==> src/rtl/mem_port_arbiter.sv <==
// mem_port_arbiter: serialises CPU and debug accesses onto one single-port memory.
// Define MEM_ARB_RR_EN for round-robin contention; otherwise the CPU always wins.
module mem_port_arbiter #(
    parameter int ADDR_W  = 32,
    parameter int DATA_W  = 32,
    parameter int MEM_LAT = 1
) (
    input  logic              clock,
    input  logic              reset,
    input  logic              cpu_req,
    input  logic              cpu_we,
    input  logic [ADDR_W-1:0] cpu_addr,
    input  logic [DATA_W-1:0] cpu_wdata,
    output logic              cpu_gnt,
    output logic              cpu_done,
    output logic [DATA_W-1:0] cpu_rdata,
    input  logic              dbg_req,
    input  logic              dbg_we,
    input  logic [ADDR_W-1:0] dbg_addr,
    input  logic [DATA_W-1:0] dbg_wdata,
    output logic              dbg_gnt,
    output logic              dbg_done,
    output logic [DATA_W-1:0] dbg_rdata,
    output logic              mem_read,
    output logic              mem_write,
    output logic [ADDR_W-1:0] mem_addr,
    output logic [DATA_W-1:0] mem_wdata,
    input  logic [DATA_W-1:0] mem_rdata
);

    if (MEM_LAT < 1) begin : g_lat_chk
        $error("mem_port_arbiter: MEM_LAT must be >= 1");
    end

    localparam int CNT_W = $clog2(MEM_LAT + 1);

    localparam logic [1:0] ST_IDLE = 2'd0;
    localparam logic [1:0] ST_BUSY = 2'd1;
    localparam logic [1:0] ST_DONE = 2'd2;

    localparam logic OWN_CPU = 1'b0;
    localparam logic OWN_DBG = 1'b1;

    logic [1:0]        state_q, state_d;
    logic              owner_q, owner_d;
    logic              we_q, we_d;
    logic [ADDR_W-1:0] addr_q, addr_d;
    logic [DATA_W-1:0] wdata_q, wdata_d;
    logic [CNT_W-1:0]  count_q, count_d;
    logic              first_q, first_d;
    logic [DATA_W-1:0] cpu_rdata_q, cpu_rdata_d;
    logic [DATA_W-1:0] dbg_rdata_q, dbg_rdata_d;
    logic              pick_dbg;

`ifdef MEM_ARB_RR_EN
    logic last_owner_q;

    always_comb begin
        pick_dbg = 1'b0;
        if (cpu_req && dbg_req) begin
            pick_dbg = (last_owner_q == OWN_CPU);
        end else begin
            pick_dbg = dbg_req;
        end
    end

    always_ff @(posedge clock) begin
        if (reset) begin
            last_owner_q <= OWN_DBG;
        end else if (state_q == ST_DONE) begin
            last_owner_q <= owner_q;
        end
    end
`else
    // CPU wins every contention; debug may starve under back-to-back CPU traffic.
    always_comb begin
        pick_dbg = dbg_req && !cpu_req;
    end
`endif

    always_comb begin
        state_d     = state_q;
        owner_d     = owner_q;
        we_d        = we_q;
        addr_d      = addr_q;
        wdata_d     = wdata_q;
        count_d     = count_q;
        first_d     = 1'b0;
        cpu_rdata_d = cpu_rdata_q;
        dbg_rdata_d = dbg_rdata_q;
        unique case (state_q)
            ST_IDLE: begin
                if (cpu_req || dbg_req) begin
                    owner_d = pick_dbg ? OWN_DBG : OWN_CPU;
                    we_d    = pick_dbg ? dbg_we : cpu_we;
                    addr_d  = pick_dbg ? dbg_addr : cpu_addr;
                    wdata_d = pick_dbg ? dbg_wdata : cpu_wdata;
                    count_d = CNT_W'(MEM_LAT - 1);
                    first_d = 1'b1;
                    state_d = ST_BUSY;
                end
            end
            ST_BUSY: begin
                if (count_q == '0) begin
                    if (!we_q) begin
                        if (owner_q == OWN_DBG) begin
                            dbg_rdata_d = mem_rdata;
                        end else begin
                            cpu_rdata_d = mem_rdata;
                        end
                    end
                    state_d = ST_DONE;
                end else begin
                    count_d = count_q - 1'b1;
                end
            end
            ST_DONE: begin
                state_d = ST_IDLE;
            end
            default: begin
                state_d = ST_IDLE;
            end
        endcase
    end

    always_ff @(posedge clock) begin
        if (reset) begin
            state_q     <= ST_IDLE;
            owner_q     <= OWN_CPU;
            we_q        <= 1'b0;
            addr_q      <= '0;
            wdata_q     <= '0;
            count_q     <= '0;
            first_q     <= 1'b0;
            cpu_rdata_q <= '0;
            dbg_rdata_q <= '0;
        end else begin
            state_q     <= state_d;
            owner_q     <= owner_d;
            we_q        <= we_d;
            addr_q      <= addr_d;
            wdata_q     <= wdata_d;
            count_q     <= count_d;
            first_q     <= first_d;
            cpu_rdata_q <= cpu_rdata_d;
            dbg_rdata_q <= dbg_rdata_d;
        end
    end

    logic busy;
    logic done;

    assign busy      = (state_q == ST_BUSY);
    assign done      = (state_q == ST_DONE);

    assign cpu_gnt   = busy && first_q && (owner_q == OWN_CPU);
    assign dbg_gnt   = busy && first_q && (owner_q == OWN_DBG);
    assign cpu_done  = done && (owner_q == OWN_CPU);
    assign dbg_done  = done && (owner_q == OWN_DBG);

    assign mem_read  = busy && !we_q;
    assign mem_write = busy && we_q;
    assign mem_addr  = addr_q;
    assign mem_wdata = wdata_q;

    assign cpu_rdata = cpu_rdata_q;
    assign dbg_rdata = dbg_rdata_q;

endmodule

==> config.mk <==
export PLATFORM = sky130hd
export DESIGN_NAME = mem_port_arbiter
export DESIGN_NICKNAME = d
export VERILOG_FILES = /design/src/rtl/mem_port_arbiter.sv
export SDC_FILE = /design/constraint.sdc
export NUM_CORES = 1
export LEC_CHECK = 0
export CAP_MARGIN = 10
export CORE_ASPECT_RATIO = 0.75
export CORE_MARGIN = 2
export CORE_UTILIZATION = 42
export DETAILED_ROUTE_END_ITERATION = 8
export PLACE_DENSITY = 0.86
export SETUP_SLACK_MARGIN = 0.1
export SLEW_MARGIN = 20
export SYNTH_ARGS = -nofsm -noshare
export SYNTH_HDL_FRONTEND = slang
export SYNTH_SLANG_ARGS = --single-unit
==> constraint.sdc <==
create_clock -name clock -period 3.2 [get_ports clock]
set_input_delay 0.64 -clock clock [delete_from_list [all_inputs] [get_ports clock]]
set_output_delay 0.64 -clock clock [all_outputs]
set_load 0.05 [all_outputs]
==> out/metrics.yaml <==
outcome:
  outcome: "finished clean"
grt:
  grt_max_degree: 68
  grt_overflow: 0
  grt_pass1_vias: 5592
  grt_pass1_wl_um: 28370
  antenna_found_initial: 0
  track_usage: 0.2597
timing:
  slew_violations: 0
  skew_ns: 0.01020
  slew_headroom: 0.4146
  setup_slack_ns: 0.2947
  whs_ns: 0.4528
  hold_viol: 0
  fin_tns_setup_ns: 0
  period_share: 0.9079
  setup_viol: 0
  worst_slew_pin_slew_ns: 0.8782
  rsz0062_at_grt: "no"
  max_freq_mhz: 344.2
  period_needed_ns: 2.905
synth:
  ys_ff_latch: 133
  yosys_warnings: 0
  yosysTopAreaCellShare: 0.4843
  synth_top_area_cell: "dfxtp_1"
  synthesis.nets: 840
  yosysSeqAreaShare: 0.4843
  syn_avg_cell_area_sq_um: 8.157
  synth_cell_types: 24
  synth_area_sq_mm: 0.005498
  synthCells: 674
  synth.area.top_cells: "dfxtp_1 48%, nand2_1 18%, a21oi_1 12%, a311oi_2 7.6%, a311oi_1 5.9%"
clock_network:
  cts.sinks: 133
  cts.reportedPaths.clkPinSlew_ns: 0.05
  cts_buffers: 17
  root_buffer: "clkbuf_16"
  clock_latency_ns: 0.41
  postCtsSetupBuffers: 0
  clock_path_buffers: 2
  cts.repair.resized: 0
  hold_buffers: 0
  cts_tree: "done"
  htreeDepth: 4
detailed_routing:
  wirelength_met1_um: 7253
  highest_layer: "met4"
  antenna_left: 0
  drt-vias-per-instance: 5.219
  drc_errors: 0
  wl_per_cell_um: 16.71
  drtPass1Iterations: 5
  vias: 5856
  wl_met2_um: 9346
  wl_met3_um: 1671
  drt_iter0_drc: 259
  postRouteWirelength_um: 18750
setup_path:
  arrival_ns: 2.27
  path_max_fanout: 9
  cp-end-kind: "output port"
  worstSetupStartpointType: "flop"
  crit_type: "reg -> out"
  worstReg2RegStart: "owner_q"
  startpoint: "state_q[0]"
  cp_data_required_time_ns: 2.56
layout:
  layoutNonFillerInstCount: 1122
  final_area_sq_mm: 0.009119
  nets: 1104
  synthToLayoutAreaGrowth_pct: 65.86
  layout_commonest_cell: "clkdlybuf4s50_1"
  n_antenna_cell: 0
  multiInputGateArea_sq_mm: 0.002545
  layout-drive-gt1-share: 0.08307
  seq_area_sq_mm: 0.002663
  most-common-layout-cells: "298 x clkdlybuf4s50_1, 259 x nand2_1, 133 x dfxtp_1, 130 x a21oi_1, 37 x a311oi_1"
  fillers: 1026
placement:
  gp_congestion: 0.8346
  dp_slack_ns: 0.6226
  io_buffer_count: 299
  dp_hpwl_um: 12870
  place_area_sq_mm: 0.008514
  dp_cells: 1090
floorplanning:
  top_level_ports: 300
  die_w_um: 136.1
  design.die.area_sq_mm: 0.01403
  die_y_um: 103.1
  core_area_sq_mm: 0.01288
  floorplan.initialDensity: 0.4268
  rows: 36
flow_run:
  drv_cap: 0
power:
  peakVddDrop_v: 0.0003300
  leakage_nw: 3.271
  p_per_area_mw_per_mm2: 573.7
min_path:
  hp-class: "reg -> reg"
  hp-start: "dbg_rdata[27]"
==> cell usage after synthesis (all sizes together) <==
master,instances
a211oi,1
a21oi,130
a311oi,65
and2,2
and3,1
and3b,1
and4bb,1
buf,31
clkbuf,35
dfxtp,133
nand2,259
nand2b,2
nand4bb,1
nor2,4
nor2b,4
nor3b,1
nor4b,1
or2,1
or4b,1
==> logic make-up after synthesis <==
group / synth area share
compound gates: 0.2551
buf+inv: 0.05735
flops: 0.4843
simple gates: 0.2032
==> path summary, 6_finish.rpt <==
path / endpoint / cells after the start / slack [ns]
setup / recovery: dbg_gnt / 3 / 0.29
hold / removal: dbg_rdata[27] / 2 / 0.45
setup reg to reg: cpu_rdata[7] / 4 / 1.27
hold reg to reg: dbg_rdata[27] / 2 / 0.45
==> routing by layer <==
metal / vias to the layer above / track usage
met5: - / 0
li1: 2853 / -
met3: 33 / 0.09145
met4: 0 / 0.1058
met2: 254 / 0.4526
met1: 2716 / 0.2931
==> final cells by class <==
| type | instances | area share |
|---|---|---|
| clock buffer | 18 | 0.04706 |
| clock inverter | 14 | 0.01921 |
| multi-input combinational | 475 | 0.2791 |
| sequential | 133 | 0.2920 |
| tap | 171 | 0.02346 |
| timing repair buffer | 311 | 0.3392 |
==> per-stage QoR <==
| stage | power [mW] | utilization |
|---|---|---|
| 3_5_place_dp | 3.271 | 0.6609 |
| 5_1_grt | 5.424 | 0.7078 |
| 4_1_cts | 5.269 | 0.7078 |
| 6_report | 5.232 | 0.7078 |
| 3_3_place_gp | 3.253 | 0.6609 |
| 2_1_floorplan | 2.720 | - |
==> flip-flops by register name, summed over array words and instances (netlist names) <==
| signal | cells |
|---|---|
| we_q | 1 |
| mem_wdata | 32 |
| owner_q | 1 |
| cpu_rdata | 32 |
| dbg_rdata | 32 |
| state_q | 2 |
| first_q | 1 |
| mem_addr | 32 |
==> report_power, final <==
| part | internal [mW] | total, mW | switching, mW | leakage, nW |
|---|---|---|---|---|
| combinational | 0.537 | 1.37 | 0.837 | 1.89 |
| clock | 1.23 | 1.99 | 0.759 | 0.287 |
| sequential | 1.79 | 1.86 | 0.0770 | 1.09 |
| total | 3.56 | 5.23 | 1.67 | 3.27 |
==> critical path: stages, from the launching register on <==
cell	delay [ns]
dfxtp_1	0.49
nor2b_1	0.37
and3_1	0.21
clkdlybuf4s50_1	0.80
Power figures use the tool's default switching activity.
